[src/rtl/gray_pkg.sv]
// gray_pkg: shared Gray-code helpers for the counter library.
//   bin2gray - binary to reflected Gray code (any width up to GRAY_MAX_W, zero-extended).
//   gray2bin - Gray to binary, MSB-first prefix XOR.
//   max_val  - all-ones value for a given width.
package gray_pkg;

  localparam int unsigned GRAY_MAX_W = 32;

  function automatic logic [GRAY_MAX_W-1:0] bin2gray(input logic [GRAY_MAX_W-1:0] b);
    return b ^ (b >> 1);
  endfunction

  // Upper bits are zero for narrow callers, so the prefix XOR is unaffected.
  function automatic logic [GRAY_MAX_W-1:0] gray2bin(input logic [GRAY_MAX_W-1:0] g);
    logic [GRAY_MAX_W-1:0] b;
    b[GRAY_MAX_W-1] = g[GRAY_MAX_W-1];
    for (int i = GRAY_MAX_W-2; i >= 0; i--) b[i] = b[i+1] ^ g[i];
    return b;
  endfunction

  function automatic logic [GRAY_MAX_W-1:0] max_val(input int unsigned w);
    return (w >= GRAY_MAX_W) ? '1 : ((GRAY_MAX_W'(1) << w) - 1'b1);
  endfunction

endpackage

[src/rtl/gray_to_bin_n.sv]
// gray_to_bin_n: purely combinational WIDTH-bit Gray-to-binary converter.
//   i_gray  [WIDTH-1:0]  Gray-coded input
//   o_bin   [WIDTH-1:0]  binary equivalent
module gray_to_bin_n
  import gray_pkg::*;
#(
  parameter int unsigned WIDTH = 4
) (
  input  logic [WIDTH-1:0] i_gray,
  output logic [WIDTH-1:0] o_bin
);

  assign o_bin = WIDTH'(gray2bin(GRAY_MAX_W'(i_gray)));

endmodule

[src/rtl/gray_updown_counter.sv]
// gray_updown_counter: up/down binary counter with registered binary and Gray
// outputs, Gray-coded preset, wrap or saturate at the limits.
//   clk        rising-edge clock
//   rst        synchronous active-high reset
//   en         count enable (one step per cycle)
//   up_dn      1 = increment, 0 = decrement
//   load       preset strobe (beats en)
//   load_gray  Gray-coded preset value
//   bin_q      registered binary count
//   gray_q     registered Gray code of bin_q
//   tc         terminal count for the live direction (combinational from bin_q)
//   wrap       one-cycle pulse on wrap / blocked step past a limit
module gray_updown_counter
  import gray_pkg::*;
#(
  parameter int unsigned      WIDTH   = 4,
  parameter bit               WRAP_EN = 1'b1,
  parameter logic [WIDTH-1:0] RST_VAL = '0
) (
  input  logic             clk,
  input  logic             rst,
  input  logic             en,
  input  logic             up_dn,
  input  logic             load,
  input  logic [WIDTH-1:0] load_gray,
  output logic [WIDTH-1:0] bin_q,
  output logic [WIDTH-1:0] gray_q,
  output logic             tc,
  output logic             wrap
);

  localparam logic [WIDTH-1:0] MAX_BIN  = WIDTH'(max_val(WIDTH));
  localparam logic [WIDTH-1:0] RST_GRAY = RST_VAL ^ (RST_VAL >> 1);

  logic [WIDTH-1:0] r_bin, r_gray;
  logic             r_wrap;
  logic [WIDTH-1:0] w_load_bin, w_next_bin, w_next_gray;
  logic             w_next_wrap, w_tc;

  gray_to_bin_n #(.WIDTH(WIDTH)) u_g2b (
    .i_gray (load_gray),
    .o_bin  (w_load_bin)
  );

  // At the limit for the current direction; doubles as the wrap/overflow condition.
  assign w_tc = up_dn ? (r_bin == MAX_BIN) : (r_bin == '0);

  always_comb begin
    w_next_bin  = r_bin;
    w_next_wrap = 1'b0;
    if (load) begin
      w_next_bin = w_load_bin;
    end else if (en) begin
      w_next_wrap = w_tc;
      // Saturating mode holds at the limit; otherwise WIDTH-bit arithmetic wraps.
      if (!(w_tc && !WRAP_EN))
        w_next_bin = up_dn ? (r_bin + 1'b1) : (r_bin - 1'b1);
    end
    // Gray follows next_bin so it never lags bin_q.
    w_next_gray = load ? load_gray : WIDTH'(bin2gray(GRAY_MAX_W'(w_next_bin)));
  end

  always_ff @(posedge clk) begin
    if (rst) begin
      r_bin  <= RST_VAL;
      r_gray <= RST_GRAY;
      r_wrap <= 1'b0;
    end else begin
      r_bin  <= w_next_bin;
      r_gray <= w_next_gray;
      r_wrap <= w_next_wrap;
    end
  end

  assign bin_q  = r_bin;
  assign gray_q = r_gray;
  assign wrap   = r_wrap;
  assign tc     = w_tc;

endmodule

[config.mk]
export PLATFORM = sky130hd
export DESIGN_NAME = gray_updown_counter
export DESIGN_NICKNAME = d
export VERILOG_FILES = /design/src/rtl/gray_pkg.sv /design/src/rtl/gray_to_bin_n.sv /design/src/rtl/gray_updown_counter.sv
export SDC_FILE = /design/constraint.sdc
export NUM_CORES = 1
export LEC_CHECK = 0
export ABC_CLOCK_PERIOD_IN_PS = 4500
export CORE_AREA = 2 2 39 41
export CTS_BUF_LIST = sky130_fd_sc_hd__clkbuf_4
export DETAILED_ROUTE_END_ITERATION = 16
export DIE_AREA = 0 0 41 43
export HOLD_SLACK_MARGIN = 0.02
export PLACE_DENSITY = 0.7
export SLEW_MARGIN = 20
export SYNTH_ARGS = -nofsm -noshare
export SYNTH_HDL_FRONTEND = slang
export SYNTH_SLANG_ARGS = --single-unit
[constraint.sdc]
create_clock -name clk -period 4.5 [get_ports clk]
set_input_delay 0.9 -clock clk [delete_from_list [all_inputs] [get_ports clk]]
set_output_delay 0.9 -clock clk [all_outputs]
set_load 0.03 [all_outputs]
==> impl_metrics.json, run 1 <==
{
  "status": "finished, final reports clean",
  "holdPathEnd": "gray_q[3]$_SDFF_PP0_",
  "cts_tree": "yes",
  "avgSynthCellArea_um2": 8.76,
  "internal_power_mw": 0.160,
  "clock_tree.buffer_depth": 2,
  "gp_congestion": 0.693,
  "row_count": 14,
  "dr.pass1.iters": 2,
  "cts_setup_buffers": 0,
  "vdd.ir_drop.worst_uv": 177,
  "cts-root-buf": "clkbuf_4",
  "diodes": 0,
  "swShare": 0.355,
  "grt.total_usage": 0.122,
  "drc": 0,
  "yosys.area.top_type": "dfxtp_1",
  "skew_ps": 5.12,
  "dp_slack_ps": 1060,
  "cts_made_buffers": 3,
  "r2r_start": "bin_q[0]$_SDFF_PP0_",
  "routed_wirelength_um": 979,
  "globalRouteMet2Util": 0.191,
  "cp-end-kind": "output port",
  "ys_seq_elements": 8,
  "crit_fanout": 4,
  "postPlaceCellArea_um2": 684,
  "grt_use_met3": 0.0628,
  "ios": 19,
  "ys_warn_count": 0,
  "core-area_um2": 1380,
  "area_growth_pct": 41.6,
  "syn_inst": 57,
  "vias": 437,
  "use_met1": 0.157,
  "drt_iter0_markers": 1,
  "p_total_mw": 0.248,
  "r2r-end": "gray_q[2]$_SDFF_PP0_",
  "rsz0062_at_grt": "false",
  "worstHoldPathCells": 2,
  "setup_viol": 0,
  "htree_levels": 1,
  "final_area_um2": 707,
  "io_buffers": 18,
  "first_global_vias": 369,
  "maxSlewViolCount": 0,
  "power_frac_seq": 0.348,
  "required_ps": 3600,
  "grt_pass1_wl_um": 1500,
  "maxCapViolCount": 0,
  "initial_core_util": 0.361,
  "overflow": 0,
  "holdBufCountCts": 0,
  "synth_seq_area_share": 0.321,
  "p_per_area_nw_per_um2": 350,
  "dieWidth_um": 41,
  "finalHoldViolations": 0,
  "path_class": "in2out",
  "p_comb_frac": 0.427,
  "syn-num-nets": 69,
  "startpoint_type": "input pin",
  "reg2reg_depth": 7,
  "synthTopCellsByArea": "dfxtp_1 (32%), xnor2_1 (11%), xor2_1 (7.0%), mux2i_1 (6.0%), nor2_1 (5.3%)",
  "die_area_um2": 1760,
  "fmax_mhz": 292,
  "avgRoutedWirePerCell_um": 10.8,
  "hold_ws_ps": 680,
  "hp-class": "reg2reg",
  "dp_hpwl_um": 756,
  "ant_nets": 0,
  "final_util": 0.511,
  "synth_top_area_frac": 0.321,
  "layout-drive-gt1-share": 0.0800,
  "setup_tns_ps": 0,
  "hp-start": "gray_q[3]$_SDFF_PP0_",
  "antenna_found_initial": 0,
  "p_switching_mw": 0.0880,
  "worst_slew_pin_slew_ps": 466,
  "worstPathArrival_ps": 2530,
  "synth.distinct_cells": 23,
  "clkPwrFrac": 0.225,
  "dp.cells": 88,
  "cts.sinks": 8,
  "die_h_um": 43,
  "max_slew_margin": 0.688,
  "static-leakage-power_nw": 0.289,
  "rrSetupSlack_ps": 2610,
  "fin_crit_sh": 0.761,
  "nets": 89,
  "path_clk_slew_ps": 50,
  "fin_cells": 91,
  "grt_max_degree": 14,
  "fin_crit_ps": 3430,
  "fillers": 146,
  "ctsResizeCount": 0,
  "viasPerCell": 4.80,
  "worst_slack_ps": 1070,
  "syn-cell-area_um2": 499,
  "clk_latency_ps": 260,
  "grt_busiest_layer": "met2"
}
==> critical path, cell delays in order <==
cell	delay [ps]
clkdlybuf4s50_1	480
nor4_1	290
nand2_1	80
o21ai_1	90
clkdlybuf4s50_1	690
==> cells in the mapped netlist <==
cell      n
o21ai_2   1
a211oi_1  2
nand4_1   1
o21a_1    2
clkbuf_1  1
o21ai_1   1
nor4_1    1
and3_1    2
xor2_1    4
xnor2_1   6
a21oi_1   5
inv_1     4
fa_1      1
mux2i_1   3
nand3_1   1
nor2_1    7
buf_1     1
mux2i_2   1
ha_1      2
buf_4     1
dfxtp_1   8
nand2_1   1
inv_2     1
==> final cells by class <==
class	instances	area (µm²)	area share
clock buffer	3	22.5	0.0319
inverter	5	18.8	0.0265
multi-input combinational	41	305	0.432
sequential	8	160	0.227
tap	16	20.0	0.0283
timing repair buffer	18	180	0.255
==> registers in the layout, indices dropped and copies added (netlist names) <==
signal,cells
wrap,1
bin_q,3
gray_q,4
==> placed cells by master (no fill, tap or decap) <==
| master | synthesis | routed |
|---|---|---|
| a211oi_1 | 2 | 2 |
| a21oi_1 | 5 | 5 |
| and3_1 | 2 | 2 |
| clkbuf_4 | 0 | 3 |
| clkdlybuf4s50_1 | 0 | 18 |
| dfxtp_1 | 8 | 8 |
| fa_1 | 1 | 1 |
| ha_1 | 2 | 2 |
| inv_1 | 4 | 4 |
| inv_2 | 1 | 1 |
| mux2i_1 | 3 | 3 |
| mux2i_2 | 1 | 1 |
| nand2_1 | 1 | 1 |
| nand3_1 | 1 | 1 |
| nand4_1 | 1 | 1 |
| nor2_1 | 7 | 7 |
| nor4_1 | 1 | 1 |
| o21a_1 | 2 | 2 |
| o21ai_1 | 1 | 1 |
| o21ai_2 | 1 | 1 |
| xnor2_1 | 6 | 6 |
| xor2_1 | 4 | 4 |
==> worst max-delay path by stage <==
stage | from | to | slack (ps) | cells after the start
2_1_floorplan | up_dn | tc | 2070 | 3
3_3_place_gp | up_dn | tc | 1100 | 5
3_5_place_dp | up_dn | tc | 1060 | 5
4_1_cts | up_dn | tc | 1060 | 5
5_1_grt | up_dn | tc | 950 | 5
6_report | up_dn | tc | 1070 | 5
==> cells by family after synthesis <==
group / Yosys count / synth area share
XOR/XNOR: 10 / 0.175
buffers and inverters: 8 / 0.0676
flip-flops: 8 / 0.321
AO/OA/AOI/OAI: 11 / 0.138
adder cells (fa/ha/maj): 3 / 0.0902
multiplexers: 4 / 0.0877
AND/OR/NAND/NOR: 13 / 0.120
==> power groups by stage <==
stage	registers, mW	clock network (mW)	logic, mW
detailed placement	0.0879	0	0.106
global placement	0.0878	0	0.105
global route	0.0874	0.0621	0.115
floorplan	0.103	0	0.0552
CTS	0.0864	0.0572	0.107
finish	0.0863	0.0557	0.106
==> layer usage <==
layer | part of all wire | routed length [µm] | vias up
li1 | - | - | 228
met1 | 0.45 | 445 | 196
met2 | 0.47 | 463 | 13
met3 | 0.072 | 70 | 0
met4 | 0 | 0 | 0
met5 | 0 | 0 | -
Note: power is estimated with default switching activity, not from simulation.
==> inputs of run 2 (changes only) <==
--- a/config.mk
+++ b/config.mk
@@ -5,7 +5,7 @@
 export SDC_FILE = /design/constraint.sdc
 export NUM_CORES = 1
 export LEC_CHECK = 0
-export ABC_CLOCK_PERIOD_IN_PS = 4500
+export ABC_CLOCK_PERIOD_IN_PS = 3270
 export CORE_AREA = 2 2 39 41
 export CTS_BUF_LIST = sky130_fd_sc_hd__clkbuf_4
 export DETAILED_ROUTE_END_ITERATION = 16
==> constraint.sdc (replaced) <==
create_clock -name clk -period 3.27 [get_ports clk]
set_input_delay 0.654 -clock clk [delete_from_list [all_inputs] [get_ports clk]]
set_output_delay 0.654 -clock clk [all_outputs]
set_load 0.03 [all_outputs]
==> impl_metrics.json, run 2 (synthesized netlist as in run 1, its figures left out) <==
{
  "avgRoutedWirePerCell_um": 10.5,
  "p_per_area_nw_per_um2": 481,
  "clk_latency_ps": 260,
  "final_util": 0.511,
  "static-leakage-power_nw": 0.289,
  "antenna_found_initial": 0,
  "reg2reg_depth": 7,
  "maxSlewViolCount": 0,
  "path_buf_inv": 2,
  "r2r_start": "bin_q[0]$_SDFF_PP0_",
  "drt_iter0_markers": 2,
  "skew_ps": 4.66,
  "die_h_um": 43,
  "finalHoldViolations": 0,
  "htree_levels": 1,
  "crit_fanout": 4,
  "fin_crit_ps": 2940,
  "cts_made_buffers": 3,
  "vdd.ir_drop.worst_uv": 243,
  "cp-end-kind": "output port",
  "overflow": 0,
  "crit_top_cell": "clkdlybuf4s50_1",
  "path_clk_slew_ps": 50,
  "worst_slew_pin_slew_ps": 465,
  "row_count": 14,
  "cts_tree": "yes",
  "required_ps": 2620,
  "viasPerCell": 4.86,
  "layout.cells.most_common": "clkdlybuf4s50_1",
  "io_buffers": 18,
  "fmax_mhz": 340,
  "setup_viol": 0,
  "cpPeakStageDelay_ps": 690,
  "dp_slack_ps": 323,
  "worst_slack_ps": 326,
  "cts_setup_buffers": 0,
  "area_growth_pct": 41.6,
  "r2r-end": "gray_q[2]$_SDFF_PP0_",
  "cts-root-buf": "clkbuf_4",
  "final_cell_mix": "clkdlybuf4s50_1 (18), dfxtp_1 (8), nor2_1 (7), xnor2_1 (6), a21oi_1 (5)",
  "core-area_um2": 1380,
  "first_global_vias": 395,
  "largest_reg_flops": 4,
  "gp_congestion": 0.693,
  "grt_max_degree": 14,
  "rsz0062_at_grt": "false",
  "final_area_um2": 707,
  "postPlaceCellArea_um2": 684,
  "worstPathArrival_ps": 2290,
  "critical_path.cell_chain": "clkdlybuf4s50_1, nor4_1, nand2_1, o21ai_1, clkdlybuf4s50_1",
  "grt.total_usage": 0.124,
  "ios": 19,
  "dp_hpwl_um": 746,
  "cts.sinks": 8,
  "hp-class": "reg2reg",
  "vias": 442,
  "worst_path_max_delay_cell": "clkdlybuf4s50_1",
  "path_class": "in2out",
  "hp-start": "gray_q[3]$_SDFF_PP0_",
  "layout-drive-gt1-share": 0.0800,
  "holdBufCountCts": 0,
  "dr.pass1.iters": 2,
  "startpoint_type": "input pin",
  "dieWidth_um": 41,
  "rrSetupSlack_ps": 1390,
  "diodes": 0,
  "initial_core_util": 0.361,
  "ant_nets": 0,
  "dp.cells": 88,
  "holdPathEnd": "gray_q[3]$_SDFF_PP0_",
  "worstHoldPathCells": 2,
  "fillers": 145,
  "nets": 89,
  "max_slew_margin": 0.689,
  "grt_pass1_wl_um": 1520,
  "clock_tree.buffer_depth": 2,
  "hold_ws_ps": 668,
  "maxCapViolCount": 0,
  "fin_cells": 91,
  "fin_crit_sh": 0.900,
  "crit_family": "buffers and inverters",
  "routed_wirelength_um": 959,
  "status": "finished, final reports clean",
  "setup_tns_ps": 0,
  "die_area_um2": 1760,
  "p_total_mw": 0.340,
  "ctsResizeCount": 0,
  "drc": 0
}
==> run 2: power breakdown <==
group          internal (mW)  switching, mW  total (mW)
Clock                 0.0421         0.0344      0.0765
Sequential             0.109        0.00926       0.118
Combinational         0.0685         0.0767       0.145
Total                  0.220          0.120       0.340
==> run 2: area by class of cell <==
| class | instances | area (µm²) | area share |
|---|---|---|---|
| multi-input combinational | 41 | 305 | 0.432 |
| timing repair buffer | 18 | 180 | 0.255 |
| sequential | 8 | 160 | 0.227 |
| clock buffer | 3 | 22.5 | 0.0319 |
| tap | 16 | 20.0 | 0.0283 |
| inverter | 5 | 18.8 | 0.0265 |
==> run 2: worst max path at each step <==
stage                         from                   end  slack, ps  cells past startpoint
2_1_floorplan  bin_q[0]$_SDFF_PP0_  gray_q[2]$_SDFF_PP0_       1320                      7
3_3_place_gp                 up_dn                    tc        360                      5
3_5_place_dp                 up_dn                    tc        320                      5
4_1_cts                      up_dn                    tc        320                      5
5_1_grt                      up_dn                    tc        210                      5
6_report                     up_dn                    tc        330                      5
==> run 2: per-layer routing <==
| layer | global-route usage | wire length, µm | vias up |
|---|---|---|---|
| met3 | 0.0628 | 67 | 0 |
| met1 | 0.150 | 427 | 200 |
| met2 | 0.203 | 464 | 13 |
| li1 | - | - | 229 |
| met5 | 0 | 0 | - |
| met4 | 0 | 0 | 0 |
==> run 2: tightest hold or removal path, cell delays in order, from the launching register on <==
cell	delay, ps
dfxtp_1	370
xnor2_1	170
o21a_1	100
